`src/rtl/ahbl_stream_loader.sv`:
```
// ahbl_stream_loader: packs an 8-bit stream into little-endian words written as AHB-Lite single writes
module ahbl_stream_loader #(
  parameter int LEN_W = 16
) (
  input  logic             HCLK,
  input  logic             HRESET,
  input  logic             start,
  input  logic [31:0]      base_addr,
  input  logic [LEN_W-1:0] len_bytes,
  output logic             busy,
  output logic             done,
  input  logic [7:0]       s_tdata,
  input  logic             s_tvalid,
  output logic             s_tready,
  output logic [31:0]      HADDR,
  output logic [1:0]       HTRANS,
  output logic [2:0]       HSIZE,
  output logic [2:0]       HBURST,
  output logic             HWRITE,
  output logic [31:0]      HWDATA,
  input  logic             HREADY
);
  typedef enum logic [1:0] {IDLE, RUN, DRAIN, DONE} state_t;
  state_t state_q, state_d;
  logic [31:0] addr_q, addr_d, pack_q, pack_d, word_q, word_d, hwdata_q, hwdata_d, merged;
  logic [LEN_W-1:0] rem_q, rem_d;
  logic [1:0] lane_q, lane_d;
  logic pend_q, pend_d, dph_q, dph_d, last_b, fills, take, aacc;
  always_comb begin
    last_b = rem_q == LEN_W'(1);
    fills = last_b || lane_q == 2'd3;
    aacc = pend_q && HREADY;
    // a completing byte may enter only if the pending word leaves on this same edge
    s_tready = state_q == RUN && rem_q != '0 && !(fills && pend_q && !HREADY);
    take = s_tvalid && s_tready;
    merged = pack_q | (32'(s_tdata) << {lane_q, 3'b000});
    state_d = state_q;
    addr_d = addr_q;
    pack_d = pack_q;
    word_d = word_q;
    hwdata_d = hwdata_q;
    rem_d = rem_q;
    lane_d = lane_q;
    pend_d = pend_q;
    dph_d = HREADY ? pend_q : dph_q;
    if (aacc) begin
      hwdata_d = word_q;
      addr_d = addr_q + 32'd4;
      pend_d = 1'b0;
    end
    if (take) begin
      rem_d = rem_q - LEN_W'(1);
      pack_d = fills ? '0 : merged;
      lane_d = fills ? 2'd0 : lane_q + 2'd1;
      word_d = fills ? merged : word_q;
      pend_d = fills ? 1'b1 : pend_d;
    end
    if (state_q == IDLE && start) begin
      addr_d = {base_addr[31:2], 2'b00};
      rem_d = len_bytes;
      pack_d = '0;
      lane_d = 2'd0;
      state_d = len_bytes == '0 ? DONE : RUN;
    end
    if (state_q == RUN && take && last_b) state_d = DRAIN;
    if (state_q == DRAIN && !pend_q && dph_q && HREADY) state_d = DONE;
    if (state_q == DONE) state_d = IDLE;
  end
  always_ff @(posedge HCLK) begin
    if (HRESET) begin
      state_q <= IDLE;
      addr_q <= '0;
      pack_q <= '0;
      word_q <= '0;
      hwdata_q <= '0;
      rem_q <= '0;
      lane_q <= '0;
      pend_q <= 1'b0;
      dph_q <= 1'b0;
    end else begin
      state_q <= state_d;
      addr_q <= addr_d;
      pack_q <= pack_d;
      word_q <= word_d;
      hwdata_q <= hwdata_d;
      rem_q <= rem_d;
      lane_q <= lane_d;
      pend_q <= pend_d;
      dph_q <= dph_d;
    end
  end
  assign busy = state_q != IDLE;
  assign done = state_q == DONE;
  assign HADDR = addr_q;
  assign HTRANS = pend_q ? 2'b10 : 2'b00;
  assign HSIZE = 3'b010;
  assign HBURST = 3'b000;
  assign HWRITE = 1'b1;
  assign HWDATA = hwdata_q;
endmodule

```
`config.mk`:
```
export PLATFORM = sky130hd
export DESIGN_NAME = ahbl_stream_loader
export DESIGN_NICKNAME = d
export VERILOG_FILES = /design/src/rtl/ahbl_stream_loader.sv
export SDC_FILE = /design/constraint.sdc
export NUM_CORES = 1
export LEC_CHECK = 0
export CAP_MARGIN = 5
export CORE_MARGIN = 5
export CORE_UTILIZATION = 55
export CTS_BUF_LIST = sky130_fd_sc_hd__clkbuf_2
export CTS_CLUSTER_DIAMETER = 200
export DETAILED_ROUTE_END_ITERATION = 16
export DONT_BUFFER_PORTS = 1
export PLACE_DENSITY = 0.75
export SETUP_SLACK_MARGIN = 0.05
export SLEW_MARGIN = 20
export SYNTH_ARGS = -nofsm -noshare
export SYNTH_HDL_FRONTEND = slang
export SYNTH_SLANG_ARGS = --single-unit
```
`constraint.sdc`:
```
create_clock -name HCLK -period 4.5 [get_ports HCLK]
set_input_delay 0.9 -clock HCLK [delete_from_list [all_inputs] [get_ports HCLK]]
set_output_delay 0.9 -clock HCLK [all_outputs]
set_load 0.01 [all_outputs]
```
==> metrics.csv, run 1 <==
stage,metric,value,unit
cts,postCtsSetupRepairBufs,0,
setup_path,cp-start-kind,flip-flop,
final_layout,final.fill_count,1110,
yosys,yosys_warnings,0,
yosys,synth_seq_cells,148,
power_and_ir_drop,power.share.sequential,59.1,%
cts,clk_latency,700,ps
setup_path,worst_setup_path_end_kind,output pin,
run_status,outcome,"complete, no violations",
floorplanning,dieArea,0.0146,sq mm
cts,cts_buffer_depth,2,
final_layout,area.growth.synth_to_final,2.00,%
global_routing,antenna_found_initial,0,
yosys,syn_area,0.00675,sq mm
yosys,ys_top_cells_by_area,"dfxtp_1, a21oi_1, a211oi_1",
yosys,ys.flop_type,dfxtp_1,
floorplanning,pin_count,137,
timing,skew,31.0,ps
timing,final_max_slew_viol_count,0,
yosys,syn_inst,811,
yosys,syn_avg_cell_area,8.32,sq um
routing,antenna_left,0,
power_and_ir_drop,intPower,0.00175,W
setup_path,r2r_setup_slack,1540,ps
timing,grt_setup_unrepaired,false,
cts,clkTransAtPathRegs,200,ps
setup_path,crit_type,flip-flop to output pin,
timing,max_slew_margin,30.1,%
power_and_ir_drop,peakVddDrop,0.212,mV
power_and_ir_drop,p_leak,2.13,nW
timing,fin_ws,1290,ps
job,maxCapViolations,0,
timing,finalCriticalPeriod,3210,ps
global_routing,grt_pass1_vias,5445,
setup_path,crit_fanout,9,
yosys,synth_edf_count,0,
cts,clockRootBuffer,clkbuf_2,
yosys,yosys-top-cells-count,"dfxtp_1, a21oi_1, nand2_1, nor2_1, a211oi_1",
floorplanning,core_area,0.0120,sq mm
worst_hold_path,hp-class,input pin to flip-flop,
timing,final.setup.tns,0,ps
final_layout,finalNetCount,823,
place,place.gp.congestion,0.899,
global_routing,grt_pass1_wl,27900,microns
routing,drtIter0Drc,521,
timing,tightest_slew,1050,ps
yosys,yosys.cell_types.count,54,
global_routing,grt.overflow.total,0,
final_layout,antennaDiodeCount,0,
routing,drt_pass1_iterations,5,
timing,fin_crit_sh,71.3,%
cts,cts_resized,0,
cts,htreeDepth,4,
final_layout,utilization,57.3,%
timing,max_freq,312,MHz
setup_path,reg2reg_depth,6,
setup_path,worstPathCellList,nor4_1 > and4_1 > o21ai_4 > and3_1,
power_and_ir_drop,power.density,351,mW/mm^2
timing,setup_viol,0,
routing,via_count,5955,
routing,drc,0,
worst_hold_path,whs_path_depth,1,
timing,finalHoldViolations,0,
final_layout,drive_gt1_share,6.75,%
place,numPortBuffers,0,
global_routing,grt_max_degree,115,
floorplanning,die_w,121,microns
yosys,synthArstFlopShare,0,%
global_routing,grt_util_all_layers,23.3,%
yosys,synth_most_common_cell,dfxtp_1,
yosys,ys_seq_area_share,43.9,%
routing,avgViaCountPerCell,6.49,
place,dp_hpwl,11300,microns
cts,cts.sinks,148,
setup_path,cp.arrival,2310,ps
yosys,synth_top_area_share,43.9,%
floorplanning,die_h,121,microns
power_and_ir_drop,pwr-share-comb,9.5,%
power_and_ir_drop,clkPwrFrac,31.3,%
cts,cts_tree,built,
setup_path,required,3600,ps
yosys,synth_largest_area_cell,dfxtp_1,
routing,routedWlPerCell,18.6,microns
floorplanning,rows,40,
place,place_ws,1240,ps
power_and_ir_drop,p_sw_share,27.8,%
routing,routed_wl,17100,microns
cts,numCtsBuffers,17,
setup_path,slowest_delay,570,ps
setup_path,cp_slowest_cell,nor4_1,
floorplanning,start_util,56.2,%
cts,hold_buffers,0,
power_and_ir_drop,switchingPower,0.000673,W
## cell type report
cell class | instances | area, sq um | area share [%]
Sequential cell | 148 | 2960 | 43.0
Multi-Input combinational cell | 574 | 3420 | 49.7
Tap cell | 147 | 184 | 2.67
Timing Repair Buffer | 6 | 45.0 | 0.654
Clock buffer | 19 | 95.1 | 1.38
Inverter | 10 | 37.5 | 0.545
Clock inverter | 13 | 140 | 2.04
## layout by cell type (no fill, tap or decap), types with 3 or more instances in the layout
master,count
or3_1,10
conb_1,10
ha_1,5
nor2_1,80
o211ai_1,13
a211oi_1,54
a31oi_1,6
dfxtp_1,148
xnor2_1,15
o311a_1,3
nor3_1,13
o21ai_0,10
nor2b_1,4
nand2_1,89
buf_4,6
a41oi_1,34
a32oi_1,5
and4_1,7
and3_1,3
a31o_2,3
clkbuf_2,19
a21oi_1,103
bufinv_16,3
inv_1,10
or4_1,4
nor4_1,14
a311oi_1,11
nand3_1,15
xor2_1,7
and2_1,10
clkinv_2,7
nand4_1,14
## path summary, 6_finish.rpt
kind / startpoint / to
setup / recovery: rem_q[8] / s_tready
hold / removal: HRESET / rem_q[13]
setup reg to reg: pend_q / HADDR[29]
hold reg to reg: word_q[28] / HWDATA[28]
## logic make-up (layout without fill, tap and decap cells)
family                     after synthesis  in the layout  share of synthesized area [%]
xor gates and xnor gates                22             22                           2.86
other                                    2             10                          0.111
DFF                                    148            148                           43.9
muxes                                    1              1                          0.148
adders and majority gates                5              5                          0.927
buffers and inverters                   97             48                           6.28
and+or+nand+nor                        281            281                           20.4
AOI/OAI and AO/OA                      255            255                           25.4
## metrics by stage
stage / total power (W) / cells / hold slack [ps] / cell area [sq um]
6_report: 0.00242 / 917 / 250 / 6880
5_1_grt: 0.00252 / 917 / 177 / 6880
4_1_cts: 0.00242 / 917 / 201 / 6880
3_5_place_dp: 0.00168 / 885 / 439 / 6640
3_3_place_gp: 0.00167 / 885 / 435 / 6640
2_1_floorplan: 0.00166 / 819 / 432 / 6780
## registers in the layout (all words and copies together), names as in the netlist
| name | flops |
|---|---|
| word_q | 32 |
| dph_q | 1 |
| HWDATA | 32 |
| state_q | 2 |
| HADDR | 30 |
| pend_q | 1 |
| lane_q | 2 |
| rem_q | 16 |
| pack_q | 32 |
## metal layers
layer,vias up,global-route usage (%),wire (microns)
met5,-,0,0
met4,0,6.59,230
met3,24,7.53,1390
met2,196,35.1,7830
met1,2876,32.0,7630
li1,2859,-,-
## power groups by stage
stage / logic (W) / clock network (W) / registers (W)
final: 0.000231 / 0.000758 / 0.00143
after global routing: 0.000259 / 0.000820 / 0.00144
after CTS: 0.000228 / 0.000766 / 0.00143
after detailed placement: 0.000228 / 0 / 0.00146
after global placement: 0.000217 / 0 / 0.00145
after floorplan: 0.000223 / 0 / 0.00143
## critical path: cells and delay by family (launching register included)
kind | cells | cell delay (ps)
simple gates | 3 | 1140
compound gates | 1 | 60
flops | 1 | 430
Note: power is estimated with default switching activity, not from simulation.
==> run 2, diff against run 1 <==
==> constraint.sdc (replaced) <==
create_clock -name HCLK -period 3.21 [get_ports HCLK]
set_input_delay 0.642 -clock HCLK [delete_from_list [all_inputs] [get_ports HCLK]]
set_output_delay 0.642 -clock HCLK [all_outputs]
set_load 0.01 [all_outputs]
==> run 2 against run 1 <==
Register-to-register slack worse by 860 ps. Clock skew down 7.7 ps. Clock power up 45%. Cell count up 0.98%. Count of clock-buffer cells in the layout down 1. Critical endpoint unchanged. Via count down 0.54%. Non-clock buffer count up 9. Largest power group unchanged. Flip-flop and latch count unchanged. Wire length up 1.1%. First-iteration DRC count up 5.4%. Sequential power up 41%. Combinational power up 54%.
==> metrics.csv, run 2 (synthesis results as in run 1) <==
stage,metric,value,unit,change
final_layout,antennaDiodeCount,0,,unchanged
timing,final.setup.tns,0,ps,unchanged
routing,avgViaCountPerCell,6.40,,-1.5%
floorplanning,dieArea,0.0146,sq mm,unchanged
timing,max_freq,340,MHz,
place,numPortBuffers,0,,unchanged
place,place_ws,773,ps,-464 ps
setup_path,crit_type,flip-flop to output pin,,
final_layout,layout_commonest_cell,dfxtp_1,,
cts,numCtsBuffers,17,,unchanged
final_layout,drive_gt1_share,7.57,%,+0.82 points
routing,routed_wl,17300,microns,+1.1%
power_and_ir_drop,power.density,496,mW/mm^2,+41%
timing,setup_viol,0,,unchanged
floorplanning,rows,40,,unchanged
timing,tightest_slew,1060,ps,+15.8 ps
routing,via_count,5923,,-0.54%
worst_hold_path,whs_path_depth,2,,+1
setup_path,crit_fanout,9,,unchanged
final_layout,area.growth.synth_to_final,3.58,%,
setup_path,slowest_delay,560,ps,about the same
floorplanning,die_h,121,microns,unchanged
setup_path,cp_slowest_cell,nor4_1,,
routing,antenna_left,0,,unchanged
global_routing,antenna_found_initial,0,,unchanged
final_layout,final_design_area_no_fill,0.00699,sq mm,+1.5%
setup_path,reg2reg_depth,6,,unchanged
timing,finalCriticalPeriod,2940,ps,
worst_hold_path,hold_end,rem_q[15],,
routing,drc,0,,unchanged
final_layout,final.fill_count,1081,,-2.6%
floorplanning,core_area,0.0120,sq mm,unchanged
job,maxCapViolations,0,,unchanged
final_layout,final_cell_mix,"dfxtp_1, a21oi_1, nand2_1",,
setup_path,r2r_start,rem_q[8],,
final_layout,layoutNonFillerInstCount,926,,+0.98%
power_and_ir_drop,peakVddDrop,0.247,mV,+16%
global_routing,grt_pass1_vias,5468,,+0.42%
setup_path,required,2570,ps,-1030 ps
cts,cts_buffer_depth,2,,unchanged
global_routing,grt_pass1_wl,28200,microns,+0.94%
place,place_inst,892,,+0.79%
setup_path,regToRegEndpoint,state_q[0],,
cts,cts.sinks,148,,unchanged
routing,routedWlPerCell,18.6,microns,about the same
cts,clockRootBuffer,clkbuf_2,,
timing,finalHoldViolations,0,,unchanged
worst_hold_path,hp-class,input pin to flip-flop,,
timing,grt_setup_unrepaired,false,,
setup_path,cp.arrival,2300,ps,about the same
global_routing,grt.overflow.total,0,,unchanged
setup_path,r2r_setup_slack,680,ps,-860 ps
cts,htreeDepth,4,,unchanged
setup_path,worstPathCellList,nor4_1 > and4_1 > o21ai_4 > and3_1,,
final_layout,finalNetCount,832,,+1.1%
floorplanning,start_util,56.2,%,unchanged
worst_hold_path,min-delay-start,len_bytes[15],,
run_status,outcome,"complete, no violations",,
timing,fin_crit_sh,91.5,%,
routing,drt_pass1_iterations,5,,unchanged
place,place.gp.congestion,0.886,,-1.5%
place,place_area,0.00670,sq mm,+0.79%
place,dp_hpwl,11500,microns,+2.1%
floorplanning,die_w,121,microns,unchanged
setup_path,worst_setup_path_end_kind,output pin,,
setup_path,cp-start-kind,flip-flop,,
cts,clk_latency,690,ps,about the same
global_routing,grt_util_all_layers,23.7,%,+0.45 points
timing,final_max_slew_viol_count,0,,unchanged
timing,fin_ws,273,ps,-1020 ps
routing,drtIter0Drc,549,,+5.4%
timing,max_slew_margin,29.1,%,-1.1 points
cts,clkTransAtPathRegs,220,ps,+20 ps
cts,cts_tree,built,,
floorplanning,pin_count,137,,unchanged
global_routing,grt_max_degree,108,,-6.1%
timing,holdWs,76.5,ps,-173 ps
power_and_ir_drop,p_leak,2.17,nW,+2.0%
timing,skew,23.2,ps,-7.73 ps
run 2: changes by cell type in the layout (fill, tap and decap cells not counted), sizes merged:
| cell | before | now |
|---|---|---|
| buf | 6 | 14 |
| clkinv | 9 | 6 |
| dlygate4sd3 | 0 | 1 |
| clkinvlp | 1 | 4 |
| clkbuf | 19 | 18 |
| inv | 10 | 11 |
run 2: how the worst max path moves through the flow:
stage                   from    endpoint  slack, ps  cells after the start
finish              rem_q[8]    s_tready        270                      4
global route        rem_q[8]    s_tready         60                      4
CTS                 rem_q[0]    s_tready        230                      5
detailed placement  rem_q[0]  word_q[14]        770                      8
global placement    rem_q[8]    rem_q[3]        830                      5
floorplan           rem_q[1]    s_tready        740                      7
run 2: repair_timing:
item,in CTS,in global routing
endpoints found under the setup margin,0,1
endpoints found under the hold margin,107,0
hold buffers,2,0
setup buffers,0,0
resized for setup,0,1
run 2: area by class of cell:
| class | count | area (sq um) | share of cell area (%) |
|---|---|---|---|
| multi-input cells | 574 | 3420 | 48.9 |
| flip-flops and latches | 148 | 2960 | 42.4 |
| well taps | 147 | 184 | 2.63 |
| clock inverters | 14 | 161 | 2.31 |
| repair buffers | 15 | 135 | 1.93 |
| clock buffers | 18 | 90.1 | 1.29 |
| inverters | 10 | 37.5 | 0.537 |
run 2: per-stage QoR:
step	utilization, %	total power, W
finish	58.2	0.00346
global route	58.2	0.00361
CTS	58.1	0.00348
detailed placement	55.7	0.00236
global placement	55.7	0.00234
floorplan	-	0.00232
run 2: worst max-delay path: cells and delay by family (launching register included):
family	cells	cell delay (ps)
DFF	1	430
AOI/OAI and AO/OA	1	70
and+or+nand+nor	3	1120
run 2: metal layers:
layer,track usage [%],share of wire [%],up-vias,wire [microns]
li1,-,-,2880,-
met1,31.4,43,2790,7410
met2,35.6,45,221,7790
met3,9.21,10,32,1780
met4,7.65,1.7,0,291
met5,0,0,-,0
run 2: report_power, final:
part	internal, W	switching (W)
Combinational	0.000132	0.000224
Sequential	0.00190	0.000107
Clock	0.000431	0.000671
Total	0.00246	0.00100
==> run 3, diff against run 2 <==
--- a/config.mk
+++ b/config.mk
@@ -10,6 +10,7 @@
 export CORE_UTILIZATION = 55
 export CTS_BUF_LIST = sky130_fd_sc_hd__clkbuf_2
 export CTS_CLUSTER_DIAMETER = 200
+export CTS_CLUSTER_SIZE = 28
 export DETAILED_ROUTE_END_ITERATION = 16
 export DONT_BUFFER_PORTS = 1
 export PLACE_DENSITY = 0.75
==> results of run 3 <==
Final layout, timing and power as in run 2 (identical DEF).
